[src/rtl/cpu_pkg.sv]
// Shared constants for the 8-register CPU: opcodes, the NOP word and fetch FSM encodings.
package cpu_pkg;

  localparam int OP_SIZE  = 4;
  localparam int ARG_SIZE = 3;

  localparam logic [OP_SIZE-1:0] OP_LOAD  = 4'h0;
  localparam logic [OP_SIZE-1:0] OP_STORE = 4'h1;
  localparam logic [OP_SIZE-1:0] OP_ADD   = 4'h2;
  localparam logic [OP_SIZE-1:0] OP_SUB   = 4'h3;
  localparam logic [OP_SIZE-1:0] OP_AND   = 4'h4;
  localparam logic [OP_SIZE-1:0] OP_OR    = 4'h5;
  localparam logic [OP_SIZE-1:0] OP_NOT   = 4'h6;
  localparam logic [OP_SIZE-1:0] OP_MOV   = 4'h7;
  localparam logic [OP_SIZE-1:0] OP_BRN   = 4'h8;
  localparam logic [OP_SIZE-1:0] OP_LDPC  = 4'h9;
  localparam logic [OP_SIZE-1:0] OP_BXLR  = 4'hA;
  localparam logic [OP_SIZE-1:0] OP_NOP   = 4'hF;

  localparam logic [OP_SIZE+2*ARG_SIZE-1:0] NOP_INSTR = {OP_NOP, 3'b000, 3'b000};

  typedef enum logic [1:0] {
    S_BOOT  = 2'd0,
    S_REQ   = 2'd1,
    S_VALID = 2'd2
  } fetch_state_t;

endpackage

[src/rtl/pc_next_sel.sv]
// Combinational next-PC and redirect-state select for the fetch sequencer.
module pc_next_sel #(
  parameter int ADDR_W = 6
) (
  input  logic              valid,
  input  logic              done,
  input  logic              branch,
  input  logic [ADDR_W-1:0] br_add,
  input  logic              bxlr,
  input  logic [ADDR_W-1:0] bus_tgt,
  input  logic [ADDR_W-1:0] pc,
  input  logic [ADDR_W-1:0] pc_inc,
  input  logic              redir_pend,
  input  logic [ADDR_W-1:0] redir_tgt,
  output logic [ADDR_W-1:0] pc_nxt,
  output logic              redir_pend_nxt,
  output logic [ADDR_W-1:0] redir_tgt_nxt,
  output logic              refetch
);

  // Priority bxlr > done > lone branch > hold; nothing moves outside S_VALID.
  always_comb begin
    pc_nxt         = pc;
    redir_pend_nxt = redir_pend;
    redir_tgt_nxt  = redir_tgt;
    refetch        = 1'b0;
    if (valid) begin
      if (bxlr) begin
        pc_nxt         = bus_tgt;
        redir_pend_nxt = 1'b0;
        refetch        = 1'b1;
      end else if (done) begin
        if (branch)          pc_nxt = br_add;
        else if (redir_pend) pc_nxt = redir_tgt;
        else                 pc_nxt = pc_inc;
        redir_pend_nxt = 1'b0;
        refetch        = 1'b1;
      end else if (branch) begin
        redir_tgt_nxt  = br_add;
        redir_pend_nxt = 1'b1;
      end
    end
  end

endmodule

[src/rtl/pc_fetch_ctrl.sv]
// Instruction-fetch sequencer: owns the PC, fetches over req/ack and presents words to the control FSM.
module pc_fetch_ctrl
  import cpu_pkg::*;
#(
  parameter int                ADDR_W   = 6,
  parameter int                INSTR_W  = 10,
  parameter int                DATA_W   = 8,
  parameter logic [ADDR_W-1:0] RESET_PC = '0
) (
  input  logic               clk,
  input  logic               rst,
  input  logic               done,
  input  logic               branch,
  input  logic [ADDR_W-1:0]  br_add,
  input  logic               bxlr,
  input  logic [DATA_W-1:0]  bus_in,
  output logic               mem_req,
  output logic [ADDR_W-1:0]  mem_addr,
  input  logic               mem_ack,
  input  logic [INSTR_W-1:0] mem_rdata,
  output logic [INSTR_W-1:0] instruction,
  output logic               instr_valid,
  output logic [DATA_W-1:0]  pc_out,
  output fetch_state_t       dbg_state,
  output logic               dbg_redir_pend
);

  // Handshake: mem_req rises with mem_addr=pc and both stay stable until the cycle
  // mem_ack is high; that same cycle mem_rdata is captured and the request drops.

  fetch_state_t      state;
  logic [ADDR_W-1:0] pc;
  logic [ADDR_W-1:0] pc_inc;
  logic [INSTR_W-1:0] ir;
  logic              redir_pend;
  logic [ADDR_W-1:0] redir_tgt;

  logic [ADDR_W-1:0] pc_nxt;
  logic              redir_pend_nxt;
  logic [ADDR_W-1:0] redir_tgt_nxt;
  logic              refetch;
  logic              bus_unused;

  // Only the low ADDR_W bits of the bus carry the return address.
  assign bus_unused = ^bus_in;
  assign pc_inc     = pc + 1'b1;

  pc_next_sel #(.ADDR_W(ADDR_W)) u_next_sel (
    .valid          (state == S_VALID),
    .done           (done),
    .branch         (branch),
    .br_add         (br_add),
    .bxlr           (bxlr),
    .bus_tgt        (bus_in[ADDR_W-1:0]),
    .pc             (pc),
    .pc_inc         (pc_inc),
    .redir_pend     (redir_pend),
    .redir_tgt      (redir_tgt),
    .pc_nxt         (pc_nxt),
    .redir_pend_nxt (redir_pend_nxt),
    .redir_tgt_nxt  (redir_tgt_nxt),
    .refetch        (refetch)
  );

  always_ff @(posedge clk or negedge rst) begin
    if (!rst) begin
      state       <= S_BOOT;
      pc          <= RESET_PC;
      ir          <= '0;
      redir_pend  <= 1'b0;
      redir_tgt   <= '0;
      mem_req     <= 1'b0;
      instr_valid <= 1'b0;
    end else begin
      pc         <= pc_nxt;
      redir_pend <= redir_pend_nxt;
      redir_tgt  <= redir_tgt_nxt;
      case (state)
        S_BOOT: begin
          state   <= S_REQ;
          mem_req <= 1'b1;
        end
        S_REQ: begin
          if (mem_ack) begin
            ir          <= mem_rdata;
            state       <= S_VALID;
            mem_req     <= 1'b0;
            instr_valid <= 1'b1;
          end
        end
        S_VALID: begin
          if (refetch) begin
            state       <= S_REQ;
            mem_req     <= 1'b1;
            instr_valid <= 1'b0;
          end
        end
        default: begin
          state       <= S_BOOT;
          mem_req     <= 1'b0;
          instr_valid <= 1'b0;
        end
      endcase
    end
  end

  assign mem_addr       = pc;
  assign instruction    = instr_valid ? ir : INSTR_W'(NOP_INSTR);
  assign pc_out         = DATA_W'(pc_inc);
  assign dbg_state      = state;
  assign dbg_redir_pend = redir_pend;

endmodule

[config.mk]
export PLATFORM = sky130hd
export DESIGN_NAME = pc_fetch_ctrl
export DESIGN_NICKNAME = d
export VERILOG_FILES = /design/src/rtl/cpu_pkg.sv /design/src/rtl/pc_next_sel.sv /design/src/rtl/pc_fetch_ctrl.sv
export SDC_FILE = /design/constraint.sdc
export NUM_CORES = 1
export LEC_CHECK = 0
export ABC_AREA = 1
export CORE_ASPECT_RATIO = 1.5
export CORE_UTILIZATION = 38
export DETAILED_ROUTE_END_ITERATION = 10
export GPL_ROUTABILITY_DRIVEN = 0
export PLACE_DENSITY = 0.75
export SLEW_MARGIN = 20
export SYNTH_ARGS = -nofsm -noshare
export SYNTH_HDL_FRONTEND = slang
export SYNTH_SLANG_ARGS = --single-unit
[constraint.sdc]
create_clock -name clk -period 1.1 [get_ports clk]
set_input_delay 0.11 -clock clk [delete_from_list [all_inputs] [get_ports clk]]
set_output_delay 0.11 -clock clk [all_outputs]
set_load 0.01 [all_outputs]
==> results_tabular.tex, run 1 <==
\begin{tabular}{lr}
\hline
Metric & Value \\
\hline
\multicolumn{2}{l}{\textbf{Outcome}} \\
Result of the run & complete, but fails checks \\
Violated checks & negative setup slack \\
\multicolumn{2}{l}{\textbf{Die}} \\
Core footprint & 3649 µm² \\
Area of the die & 4059 µm² \\
Chip Width & 52.35 µm \\
Die Y & 77.53 µm \\
Boundary pin count & 59 \\
Effective utilization at floorplan & 39.61\% \\
Std cell rows & 27 \\
\multicolumn{2}{l}{\textbf{Worst setup path}} \\
Worst R2R Path Depth & 6 \\
Required arrival time at the worst endpoint & 0.99 ns \\
Largest fanout of any net on the critical path & 3 \\
Critical-path top delay cell & sky130\_fd\_sc\_hd\_\_dfrtp\_2 \\
Worst Path Arrival & 1.31 ns \\
Kind of launch point of the worst setup path & flip-flop \\
Endpoint kind of the worst setup timing path & output pin \\
Critical path, cell by cell & ha\_4 -> nand3\_4 -> xor2\_2 -> inv\_1 -> buf\_2 \\
Largest incremental delay on the critical path & 0.45 ns \\
Critical path class & flip-flop to output pin \\
\multicolumn{2}{l}{\textbf{Synth}} \\
Post-synthesis cell type with the largest combined area & sky130\_fd\_sc\_hd\_\_dfrtp\_1 \\
Share of synthesized area occupied by flip-flops and latches & 46.75\% \\
Unique cell type count in the Yosys netlist & 29 \\
Ranking of synthesized cells by area & sky130\_fd\_sc\_hd\_\_dfrtp\_1, sky130\_fd\_sc\_hd\_\_nand2\_1, sky130\_fd\_sc\_hd\_\_mux2\_2 \\
Cell count after synthesis & 173 \\
Synthesis Warnings & 0 \\
Share of Yosys cell area claimed by the top area cell type & 46.75\% \\
Flip-flop and latch count after synthesis & 27 \\
Cell area after technology mapping & 1445 µm² \\
Synthesized area per cell & 8.353 µm² \\
\multicolumn{2}{l}{\textbf{Place}} \\
Placement Cell Area & 2220 µm² \\
Detailed placement HPWL & 2.721 mm \\
I/O Buffers & 54 \\
\multicolumn{2}{l}{\textbf{STA}} \\
Max Transition Viols Final & 0 \\
Worst hold margin & 0.2007 ns \\
Worst Setup Slack, final & -0.3160 ns \\
Count of endpoints failing setup in the final report & 43 \\
Fin crit share & 128.7\% \\
Maximum clock frequency & 706.2 MHz \\
RSZ-0062 raised after global routing & true \\
Setup TNS & -4.702 ns \\
Worst clock skew & 0.001911 ns \\
Number of hold violations in the final report & 0 \\
Clock period minus final worst setup slack & 1.416 ns \\
\multicolumn{2}{l}{\textbf{Layout}} \\
Share of final-layout standard cells stronger than drive strength 1 & 45.49\% \\
Most common library cell in the layout ignoring fill and taps & sky130\_fd\_sc\_hd\_\_nand2\_1 \\
Top library cells by usage in the layout, fill and taps aside & sky130\_fd\_sc\_hd\_\_nand2\_1, sky130\_fd\_sc\_hd\_\_clkdlybuf4s50\_1, sky130\_fd\_sc\_hd\_\_buf\_6 \\
Final Instance Area & 2545 µm² \\
Antenna cell count & 0 \\
Area growth from synthesis to layout & 76.10\% \\
Total number of nets in the final design & 298 \\
\multicolumn{2}{l}{\textbf{Route}} \\
Total wirelength of the detailed-routed design & 4.137 mm \\
DRC violation count after routing & 0 \\
Starting DRT DRC Count & 28 \\
Antenna-violating nets left & 0 \\
Total iterations of the first detailed-routing run & 4 \\
Vias per cell & 4.861 \\
Routed wire per std cell & 13.39 µm \\
Vias & 1,502 \\
\multicolumn{2}{l}{\textbf{Clock network}} \\
Root Driver & sky130\_fd\_sc\_hd\_\_clkbuf\_8 \\
Clock net sink count & 27 \\
Total CTS buffers & 3 \\
Latest clock arrival within the worst-skew pair & 0.26 ns \\
Maximum level of the CTS H-tree & 1 \\
Worst-path clk slew & 0.09 ns \\
Clock tree from TritonCTS & built \\
CTS Buffer Depth & 2 \\
\multicolumn{2}{l}{\textbf{Power}} \\
Static power due to leakage & 1.255 nW \\
Peak ir drop on the vdd network & 0.001963 V \\
Total power per unit cell area & 2564 nW/µm² \\
Final total power & 0.006525 W \\
\multicolumn{2}{l}{\textbf{Global routing}} \\
Total routing usage reported by global routing & 21.17\% \\
Initial antenna violation count & 0 \\
Maximum number of pins on one net before global-route repair & 28 \\
Grt total ovfl & 0 \\
Via count of the first global-routing pass & 1,462 \\
Wire length of the first global-routing pass & 6.499 mm \\
\multicolumn{2}{l}{\textbf{Min path}} \\
Hold/Removal Path Class & input pin to asynchronous set/reset pin \\
\multicolumn{2}{l}{\textbf{Run}} \\
Number of maximum-capacitance constraint violations & 0 \\
\hline
\end{tabular}
==> cells in the mapped netlist <==
| cell type | n |
|---|---|
| sky130_fd_sc_hd__nand2_1 | 46 |
| sky130_fd_sc_hd__dfrtp_1 | 27 |
| sky130_fd_sc_hd__inv_1 | 23 |
| sky130_fd_sc_hd__nand3_1 | 10 |
| sky130_fd_sc_hd__a21oi_1 | 9 |
| sky130_fd_sc_hd__mux2_2 | 9 |
| sky130_fd_sc_hd__nor2_1 | 9 |
| sky130_fd_sc_hd__o21ai_0 | 6 |
| sky130_fd_sc_hd__or2_2 | 4 |
| sky130_fd_sc_hd__nor2_2 | 3 |
| sky130_fd_sc_hd__o21ai_1 | 3 |
| sky130_fd_sc_hd__o22ai_1 | 3 |
| sky130_fd_sc_hd__buf_2 | 2 |
| sky130_fd_sc_hd__buf_4 | 2 |
| sky130_fd_sc_hd__inv_2 | 2 |
| sky130_fd_sc_hd__xor2_1 | 2 |
| sky130_fd_sc_hd__buf_6 | 1 |
| sky130_fd_sc_hd__conb_1 | 1 |
| sky130_fd_sc_hd__ha_1 | 1 |
| sky130_fd_sc_hd__inv_4 | 1 |
| sky130_fd_sc_hd__mux2_1 | 1 |
| sky130_fd_sc_hd__nand2_2 | 1 |
| sky130_fd_sc_hd__nand3_2 | 1 |
| sky130_fd_sc_hd__nand3b_1 | 1 |
| sky130_fd_sc_hd__nor2_4 | 1 |
| sky130_fd_sc_hd__nor4_4 | 1 |
| sky130_fd_sc_hd__o211ai_1 | 1 |
| sky130_fd_sc_hd__o21bai_1 | 1 |
| sky130_fd_sc_hd__or2_0 | 1 |
==> routing by layer <==
| metal | global-route usage (%) | part of all wire, % |
|---|---|---|
| met3 | 2.353 | 6.1 |
| met4 | 9.474 | 1.4 |
| met1 | 24.91 | 35 |
| met2 | 36.96 | 57 |
| met5 | 0 | 0 |
==> power breakdown <==
group | total (W) | switching (W) | internal (W)
Sequential | 0.00185 | 0.000352 | 0.00150
Clock | 0.000548 | 0.000289 | 0.000259
Combinational | 0.00413 | 0.00186 | 0.00227
==> metrics by stage <==
step	setup WS (ns)	std cells	utilization, %
3_5_place_dp	-0.4192	290	60.84
5_1_grt	-0.3607	309	69.75
6_report	-0.3160	309	69.75
2_1_floorplan	-0.1030	174	-
3_3_place_gp	-0.3887	290	60.84
4_1_cts	-0.3334	310	67.08
==> what timing repair did <==
action / 4_1_cts / 5_1_grt
endpoints found under the setup margin: 51 / 45
resized for setup: 139 / 39
cloned: 1 / 0
hold buffers: 0 / 0
setup buffers: 18 / 4
endpoints found under the hold margin: 0 / 0
pin swaps: 8 / 6
==> kinds of logic (layout without fill, tap and decap cells) <==
family | Yosys count | in the layout | share of synthesized area, %
other | 1 | 2 | 0.2595
flip-flops | 27 | 27 | 46.75
AO/OA/AOI/OAI | 23 | 23 | 8.572
XOR/XNOR | 2 | 2 | 1.212
multiplexers | 10 | 10 | 7.792
AND/OR/NAND/NOR | 78 | 78 | 25.11
adder cells (fa/ha/maj) | 1 | 1 | 0.8657
buffers and inverters | 31 | 123 | 9.437
==> area by class of cell <==
type	instances	area, µm²
fillers	271	1104
multi-input cells	116	793.3
clock buffers	4	45.04
repair buffers	93	859.6
well taps	43	53.80
flip-flops and latches	27	680.7
inverters	26	112.6
==> state kept, by name, summed over array words and instances (netlist names) <==
signal	count
redir_tgt	6
ir	10
instr_valid	1
mem_req	1
dbg_state	2
mem_addr	6
dbg_redir_pend	1
==> final timing paths <==
| check | slack (ns) | start | endpoint |
|---|---|---|---|
| setup / recovery | -0.32 | mem_addr[0] | pc_out[4] |
| hold / removal | 0.20 | rst | ir[9] |
| setup reg to reg | -0.14 | mem_addr[2] | mem_addr[2] |
| hold reg to reg | 0.50 | mem_req | mem_req |
| max in group asynchronous | 0.73 | rst | mem_addr[0] |
| min in group clk | 0.44 | br_add[5] | redir_tgt[5] |
==> critical path, delay by kind of cell (launching register included) <==
family | cells | cell delay, ns
AND/OR/NAND/NOR | 1 | 0.06
flip-flops | 1 | 0.45
adder cells (fa/ha/maj) | 1 | 0.19
buffers and inverters | 2 | 0.18
XOR/XNOR | 1 | 0.16
Note: power is estimated with default switching activity, not from simulation.
==> inputs of run 2 (changes only) <==
Settings changed: CORE_UTILIZATION 38 to 40, PLACE_DENSITY 0.75 to default, PLACE_DENSITY_LB_ADDON from default to 0.08, SYNTH_HIERARCHICAL from default to 1.
==> run 2 against run 1 <==
Effect of this change: the flow still finishes with violations (negative setup slack); flip-flop and latch count unchanged; hold slack got worse by 0.022 ns; register-to-register slack got worse by 0.17 ns; global-route usage increased by 0.33 points; sequential power decreased by 3%; area after synthesis increased by 10%; critical path type is now flip-flop to flip-flop; largest cell class unchanged; highest routed layer unchanged.
==> results_tabular.tex, run 2 <==
\begin{tabular}{lr}
\hline
Metric & Value \\
\hline
\multicolumn{2}{l}{\textbf{Outcome}} \\
Result of the run & complete, but fails checks \\
Violated checks & negative setup slack \\
\multicolumn{2}{l}{\textbf{Clock network}} \\
Maximum level of the CTS H-tree & 1 (unchanged) \\
Worst-path clk slew & 0.09 ns (about the same) \\
Total CTS buffers & 3 (unchanged) \\
Latest clock arrival within the worst-skew pair & 0.27 ns (about the same) \\
Cts hold-fix bufs & 0 (unchanged) \\
Root Driver & sky130\_fd\_sc\_hd\_\_clkbuf\_8 \\
CTS Buffer Depth & 2 (unchanged) \\
Clock tree from TritonCTS & built \\
Clock net sink count & 27 (unchanged) \\
\multicolumn{2}{l}{\textbf{Route}} \\
Routed wire per std cell & 12.56 µm (-6.2\%) \\
Vias & 1,610 (+7.2\%) \\
Starting DRT DRC Count & 24 (-14\%) \\
Total iterations of the first detailed-routing run & 4 (unchanged) \\
Vias per cell & 4.587 (-5.6\%) \\
Antenna-violating nets left & 0 (unchanged) \\
DRC violation count after routing & 0 (unchanged) \\
Total wirelength of the detailed-routed design & 4.409 mm (+6.6\%) \\
\multicolumn{2}{l}{\textbf{Power}} \\
Total power per unit cell area & 2574 nW/µm² (+0.39\%) \\
Sequential share of power & 24.8\% (-3.6 points) \\
Part of the power in combinational logic & 67.3\% (+4.1 points) \\
Peak ir drop on the vdd network & 0.001979 V (+0.80\%) \\
Switching power as a share of total power & 39.73\% (+1.5 points) \\
Cell internal power dissipation & 0.004374 W (+8.6\%) \\
Static power due to leakage & 1.468 nW (+17\%) \\
Final total power & 0.007259 W (+11\%) \\
Clock Power Share & 7.9\% (-0.5 points) \\
Switching component of the power & 0.002884 W (+16\%) \\
\multicolumn{2}{l}{\textbf{Synth}} \\
Post-synthesis cell type with the largest combined area & sky130\_fd\_sc\_hd\_\_dfrtp\_1 \\
Synthesized area per cell & 7.495 µm² (-10\%) \\
Count of flip-flops with a built-in enable after synthesis & 0 (unchanged) \\
Cell area after technology mapping & 1597 µm² (+10\%) \\
Share of flip-flops with an asynchronous set or reset & 100.0\% (unchanged) \\
Count leader, synth & sky130\_fd\_sc\_hd\_\_nand2\_1 \\
Cell count after synthesis & 213 (+23\%) \\
Synthesis Warnings & 6 (+6) \\
Share of synthesized area occupied by flip-flops and latches & 42.32\% (-4.4 points) \\
Flip-flop and latch count after synthesis & 27 (unchanged) \\
Share of Yosys cell area claimed by the top area cell type & 42.32\% (-4.4 points) \\
Ranking of synthesized cells by area & sky130\_fd\_sc\_hd\_\_dfrtp\_1, sky130\_fd\_sc\_hd\_\_nand2\_1, sky130\_fd\_sc\_hd\_\_inv\_1 \\
Main synth FF type & sky130\_fd\_sc\_hd\_\_dfrtp\_1 \\
Most frequent cells after synthesis & sky130\_fd\_sc\_hd\_\_nand2\_1, sky130\_fd\_sc\_hd\_\_inv\_1, sky130\_fd\_sc\_hd\_\_dfrtp\_1 \\
Unique cell type count in the Yosys netlist & 24 (-17\%) \\
\multicolumn{2}{l}{\textbf{Layout}} \\
Register containing the most flip-flops in the final layout & ir \\
Area growth from synthesis to layout & 76.65\% \\
Sequential Area & 681.9 µm² (+0.18\%) \\
Most common library cell in the layout ignoring fill and taps & sky130\_fd\_sc\_hd\_\_nand2\_1 \\
Fill cell total of the finished layout & 295 (+8.9\%) \\
Area of combinational cells with multiple inputs & 897.1 µm² (+13\%) \\
Antenna cell count & 0 (unchanged) \\
Share of final-layout standard cells stronger than drive strength 1 & 47.08\% (+1.6 points) \\
Max reg flops & 10 (unchanged) \\
Top library cells by usage in the layout, fill and taps aside & sky130\_fd\_sc\_hd\_\_nand2\_1, sky130\_fd\_sc\_hd\_\_buf\_6, sky130\_fd\_sc\_hd\_\_inv\_1 \\
Total number of nets in the final design & 340 (+14\%) \\
\multicolumn{2}{l}{\textbf{Die}} \\
Core footprint & 3750 µm² (+2.8\%) \\
Std cell rows & 27 (unchanged) \\
Effective utilization at floorplan & 42.58\% (+3.0 points) \\
Die Y & 79.38 µm (+2.4\%) \\
Area of the die & 4253 µm² (+4.8\%) \\
Boundary pin count & 59 (unchanged) \\
Chip Width & 53.59 µm (+2.4\%) \\
\multicolumn{2}{l}{\textbf{Global routing}} \\
Total routing usage reported by global routing & 21.50\% (+0.33 points) \\
Wire length of the first global-routing pass & 6.630 mm (+2.0\%) \\
Via count of the first global-routing pass & 1,550 (+6.0\%) \\
Grt total ovfl & 0 (unchanged) \\
Maximum number of pins on one net before global-route repair & 28 (unchanged) \\
Initial antenna violation count & 0 (unchanged) \\
\multicolumn{2}{l}{\textbf{STA}} \\
Worst clock skew & 0.002851 ns (+0.0009399 ns) \\
Fin crit share & 128.0\% (-0.68 points) \\
Worst Setup Slack, final & -0.3085 ns (+0.007460 ns) \\
Count of endpoints failing setup in the final report & 46 (+7.0\%) \\
Clock period minus final worst setup slack & 1.408 ns (-0.007460 ns) \\
Setup TNS & -4.283 ns (+0.4191 ns) \\
Max Transition Viols Final & 0 (unchanged) \\
Maximum clock frequency & 710.0 MHz (+0.53\%) \\
Number of hold violations in the final report & 0 (unchanged) \\
RSZ-0062 raised after global routing & true \\
Worst hold margin & 0.1785 ns (-0.02222 ns) \\
\multicolumn{2}{l}{\textbf{Run}} \\
Number of maximum-capacitance constraint violations & 0 (unchanged) \\
\multicolumn{2}{l}{\textbf{Worst setup path}} \\
Worst Path Arrival & 1.61 ns (+0.30 ns) \\
Required arrival time at the worst endpoint & 1.31 ns (+0.32 ns) \\
Endpoint kind of the worst setup timing path & flip-flop \\
Critical path class & flip-flop to flip-flop \\
Largest fanout of any net on the critical path & 3 (unchanged) \\
Kind of launch point of the worst setup path & flip-flop \\
Worst R2R Path Depth & 9 (+3) \\
\multicolumn{2}{l}{\textbf{Min path}} \\
Hold/Removal Path Class & input pin to asynchronous set/reset pin \\
\multicolumn{2}{l}{\textbf{Place}} \\
Detailed placement HPWL & 2.867 mm (+5.4\%) \\
I/O Buffers & 54 (unchanged) \\
\hline
\end{tabular}
## run 2: cell types whose count changed after synthesis, moves of 5 or more
| cell | change |
|---|---|
| sky130_fd_sc_hd__mux2_2 | -9 |
| sky130_fd_sc_hd__nor2_1 | +15 |
| sky130_fd_sc_hd__o21ai_2 | +6 |
| sky130_fd_sc_hd__inv_1 | +18 |
| sky130_fd_sc_hd__nand2_1 | +14 |
| sky130_fd_sc_hd__a21oi_2 | +5 |
| sky130_fd_sc_hd__o21ai_0 | -6 |
## run 2: cell type report
| type | instances | area share, % |
|---|---|---|
| sequential | 27 | 24.18 |
| clock buffer | 4 | 1.597 |
| tap | 43 | 1.908 |
| inverter | 41 | 5.457 |
| timing repair buffer | 98 | 35.05 |
| multi-input combinational | 138 | 31.81 |
## run 2: what timing repair did
action / CTS / global route
gates cloned: 1 / 3
pin swaps: 7 / 5
gates resized for setup: 154 / 44
setup buffers: 17 / 3
endpoints found under the setup margin: 43 / 51
## run 2: power groups by stage
stage	sequential, W	combinational [W]	clock, W
2_1_floorplan	0.00181	0.00179	0
5_1_grt	0.00184	0.00530	0.000642
3_5_place_dp	0.00177	0.00363	0
3_3_place_gp	0.00174	0.00360	0
6_report	0.00180	0.00489	0.000575
4_1_cts	0.00172	0.00419	0.000598
## run 2: final timing paths
check / start / slack (ns) / end
worst max register to register: mem_addr[2] / -0.31 / mem_addr[2]
max in group asynchronous: rst / 0.74 / mem_addr[1]
worst min register to register: mem_req / 0.47 / mem_req
min in group clk: mem_rdata[1] / 0.38 / ir[1]
worst min-delay path: rst / 0.18 / redir_tgt[3]
worst max-delay path: mem_addr[2] / -0.31 / mem_addr[2]
## run 2: worst max-delay path: stages, from the launching register on
cell and delay, ns:
sky130_fd_sc_hd__dfrtp_1 0.41, sky130_fd_sc_hd__buf_6 0.14, sky130_fd_sc_hd__buf_6 0.10, sky130_fd_sc_hd__xor2_1 0.16, sky130_fd_sc_hd__inv_1 0.08, sky130_fd_sc_hd__nand2_1 0.08
sky130_fd_sc_hd__nand3_1 0.07, sky130_fd_sc_hd__nand2_1 0.11, sky130_fd_sc_hd__nand2_1 0.08, sky130_fd_sc_hd__a21oi_1 0.12
## run 2: cell families after synthesis
kind of cell    count (synthesis)  share of synthesized area (%)
compound gates                 25                          10.82
xor+xnor                        3                          1.646
fa+ha+maj                       1                         0.7836
buf+inv                        50                          14.65
flops                          27                          42.32
other cells                     1                         0.2349
simple gates                  106                          29.55
## run 2: through the flow
stage | setup WS [ns] | std cells | area, µm² | util [%]
finish | -0.3085 | 351 | 2820 | 75.21
CTS | -0.3192 | 345 | 2565 | 68.40
global placement | -0.4032 | 324 | 2321 | 61.90
global route | -0.3684 | 351 | 2820 | 75.21
floorplan | -0.2825 | 214 | 1620 | -
detailed placement | -0.4322 | 324 | 2321 | 61.90
## run 2: layer usage
layer	track usage [%]	vias up	wire (µm)	share of wire, %
met4	10.00	0	116	2.6
met3	3.238	9	177	4.0
met5	0	-	0	0
met1	22.09	734	1640	37
li1	-	823	-	-
met2	40.13	44	2474	56
==> inputs of run 3 (changes only) <==
Settings changed: MAX_ROUTING_LAYER from default to met4.
==> run 3 against run 2 <==
Effect of this change: cell area did not move; clock skew is 0.0017 ns lower; the run still ends with negative setup slack left; largest cell class unchanged; die area did not move; critical endpoint unchanged; power hardly changed.
==> results_tabular.tex, run 3 (synthesized netlist as in run 2, its figures left out) <==
\begin{tabular}{lr}
\hline
Metric & Value \\
\hline
\multicolumn{2}{l}{\textbf{Outcome}} \\
Result of the run & complete, but fails checks \\
Violated checks & negative setup slack \\
\multicolumn{2}{l}{\textbf{Global routing}} \\
Maximum number of pins on one net before global-route repair & 28 (unchanged) \\
Wire length of the first global-routing pass & 6.624 mm (about the same) \\
Grt total ovfl & 0 (unchanged) \\
Initial antenna violation count & 0 (unchanged) \\
Total routing usage reported by global routing & 22.06\% (+0.56 points) \\
Via count of the first global-routing pass & 1,551 (+0.065\%) \\
\multicolumn{2}{l}{\textbf{Worst setup path}} \\
Critical-path top delay cell & sky130\_fd\_sc\_hd\_\_dfrtp\_1 \\
Worst R2R Path Depth & 9 (unchanged) \\
Required arrival time at the worst endpoint & 1.31 ns (about the same) \\
Critical path class & flip-flop to flip-flop \\
Largest fanout of any net on the critical path & 3 (unchanged) \\
Kind of launch point of the worst setup path & flip-flop \\
Critical path, cell by cell & buf\_6 -> buf\_6 -> xor2\_1 -> inv\_1 -> nand2\_1 -> nand3\_1 -> nand2\_1 -> nand2\_1 -> a21oi\_1 \\
Worst Path Arrival & 1.62 ns (about the same) \\
Largest incremental delay on the critical path & 0.41 ns (about the same) \\
Endpoint kind of the worst setup timing path & flip-flop \\
Dominant cell type by count on the critical path & sky130\_fd\_sc\_hd\_\_nand2\_1 \\
\multicolumn{2}{l}{\textbf{Layout}} \\
Top library cells by usage in the layout, fill and taps aside & sky130\_fd\_sc\_hd\_\_nand2\_1, sky130\_fd\_sc\_hd\_\_buf\_6, sky130\_fd\_sc\_hd\_\_inv\_1 \\
Sequential Area & 681.9 µm² (unchanged) \\
Total number of nets in the final design & 340 (unchanged) \\
Area growth from synthesis to layout & 76.65\% (unchanged) \\
Most common library cell in the layout ignoring fill and taps & sky130\_fd\_sc\_hd\_\_nand2\_1 \\
Antenna cell count & 0 (unchanged) \\
Final Instance Area & 2820 µm² (unchanged) \\
Register containing the most flip-flops in the final layout & ir \\
Max reg flops & 10 (unchanged) \\
Fill cell total of the finished layout & 295 (unchanged) \\
Area of combinational cells with multiple inputs & 897.1 µm² (unchanged) \\
Share of final-layout standard cells stronger than drive strength 1 & 47.08\% (unchanged) \\
\multicolumn{2}{l}{\textbf{Clock network}} \\
Root Driver & sky130\_fd\_sc\_hd\_\_clkbuf\_8 \\
Total CTS buffers & 3 (unchanged) \\
Maximum level of the CTS H-tree & 1 (unchanged) \\
CTS Buffer Depth & 2 (unchanged) \\
Latest clock arrival within the worst-skew pair & 0.27 ns (about the same) \\
Clock net sink count & 27 (unchanged) \\
Clock tree from TritonCTS & built \\
Worst-path clk slew & 0.09 ns (about the same) \\
Cts hold-fix bufs & 0 (unchanged) \\
\multicolumn{2}{l}{\textbf{STA}} \\
Worst Setup Slack, final & -0.3095 ns (-0.001042 ns) \\
Count of endpoints failing setup in the final report & 46 (unchanged) \\
Max Transition Viols Final & 0 (unchanged) \\
Worst clock skew & 0.001106 ns (-0.001744 ns) \\
Setup TNS & -4.397 ns (-0.1133 ns) \\
Clock period minus final worst setup slack & 1.410 ns (+0.001042 ns) \\
Worst hold margin & 0.1799 ns (+0.001425 ns) \\
Number of hold violations in the final report & 0 (unchanged) \\
Maximum clock frequency & 709.5 MHz (about the same) \\
RSZ-0062 raised after global routing & true \\
Fin crit share & 128.1\% (about the same) \\
\multicolumn{2}{l}{\textbf{Place}} \\
I/O Buffers & 54 (unchanged) \\
Detailed placement HPWL & 2.867 mm (unchanged) \\
Setup slack at placement & -0.4322 ns (unchanged) \\
Placement Cell Area & 2321 µm² (unchanged) \\
\multicolumn{2}{l}{\textbf{Run}} \\
Number of maximum-capacitance constraint violations & 0 (unchanged) \\
\multicolumn{2}{l}{\textbf{Route}} \\
Antenna-violating nets left & 0 (unchanged) \\
Total iterations of the first detailed-routing run & 4 (unchanged) \\
Vias & 1,606 (-0.25\%) \\
Starting DRT DRC Count & 20 (-17\%) \\
Routed wire per std cell & 12.54 µm (-0.14\%) \\
DRC violation count after routing & 0 (unchanged) \\
Total wirelength of the detailed-routed design & 4.403 mm (-0.14\%) \\
Vias per cell & 4.575 (-0.25\%) \\
\multicolumn{2}{l}{\textbf{Die}} \\
Area of the die & 4253 µm² (unchanged) \\
Chip Width & 53.59 µm (unchanged) \\
Die Y & 79.38 µm (unchanged) \\
Boundary pin count & 59 (unchanged) \\
Effective utilization at floorplan & 42.58\% (unchanged) \\
Std cell rows & 27 (unchanged) \\
Core footprint & 3750 µm² (unchanged) \\
\multicolumn{2}{l}{\textbf{Power}} \\
Total power per unit cell area & 2574 nW/µm² (about the same) \\
Static power due to leakage & 1.468 nW (unchanged) \\
Final total power & 0.007259 W (about the same) \\
Peak ir drop on the vdd network & 0.001979 V (about the same) \\
\multicolumn{2}{l}{\textbf{Min path}} \\
Hold/Removal Path Class & input pin to asynchronous set/reset pin \\
\hline
\end{tabular}
run 3: area by class of cell:
class | instances | area share [%]
Clock buffer | 4 | 1.597
Inverter | 41 | 5.457
Multi-Input combinational cell | 138 | 31.81
Sequential cell | 27 | 24.18
Tap cell | 43 | 1.908
Timing Repair Buffer | 98 | 35.05
run 3: critical path: cells and delay by family, from the launching register on:
| kind | cells | cell delay (ns) |
|---|---|---|
| flip-flops | 1 | 0.41 |
| AND/OR/NAND/NOR | 4 | 0.34 |
| buffers and inverters | 3 | 0.32 |
| XOR/XNOR | 1 | 0.16 |
| AO/OA/AOI/OAI | 1 | 0.12 |
run 3: path summary, 6_finish.rpt:
path / startpoint / endpoint / slack [ns]
setup / recovery: mem_addr[2] / mem_addr[2] / -0.31
hold / removal: rst / redir_tgt[4] / 0.18
setup reg to reg: mem_addr[2] / mem_addr[2] / -0.31
hold reg to reg: mem_req / mem_req / 0.47
max in group asynchronous: rst / instr_valid / 0.74
min in group clk: mem_rdata[0] / ir[0] / 0.38
run 3: per-layer routing:
layer | GRT usage (%) | wire length (µm)
met5 | - | 0
met4 | 10.00 | 116
met3 | 2.857 | 185
met2 | 40.13 | 2470
met1 | 22.33 | 1631
run 3: per-stage QoR:
| step | utilization (%) | std cells |
|---|---|---|
| floorplan | - | 214 |
| global placement | 61.90 | 324 |
| detailed placement | 61.90 | 324 |
| CTS | 68.40 | 345 |
| global route | 75.21 | 351 |
| finish | 75.21 | 351 |
run 3: power by group:
part / switching [W] / leakage (nW) / total [W] / internal, W
Sequential: 0.000341 / 0.300 / 0.00180 / 0.00146
Combinational: 0.00223 / 1.15 / 0.00489 / 0.00266
Clock: 0.000315 / 0.0228 / 0.000575 / 0.000260
run 3: what timing repair did:
| action | 4_1_cts | 5_1_grt |
|---|---|---|
| resized for setup | 154 | 44 |
| setup buffers | 17 | 3 |
| cloned | 1 | 3 |
| endpoints found under the setup margin | 43 | 51 |
| pin swaps | 7 | 5 |
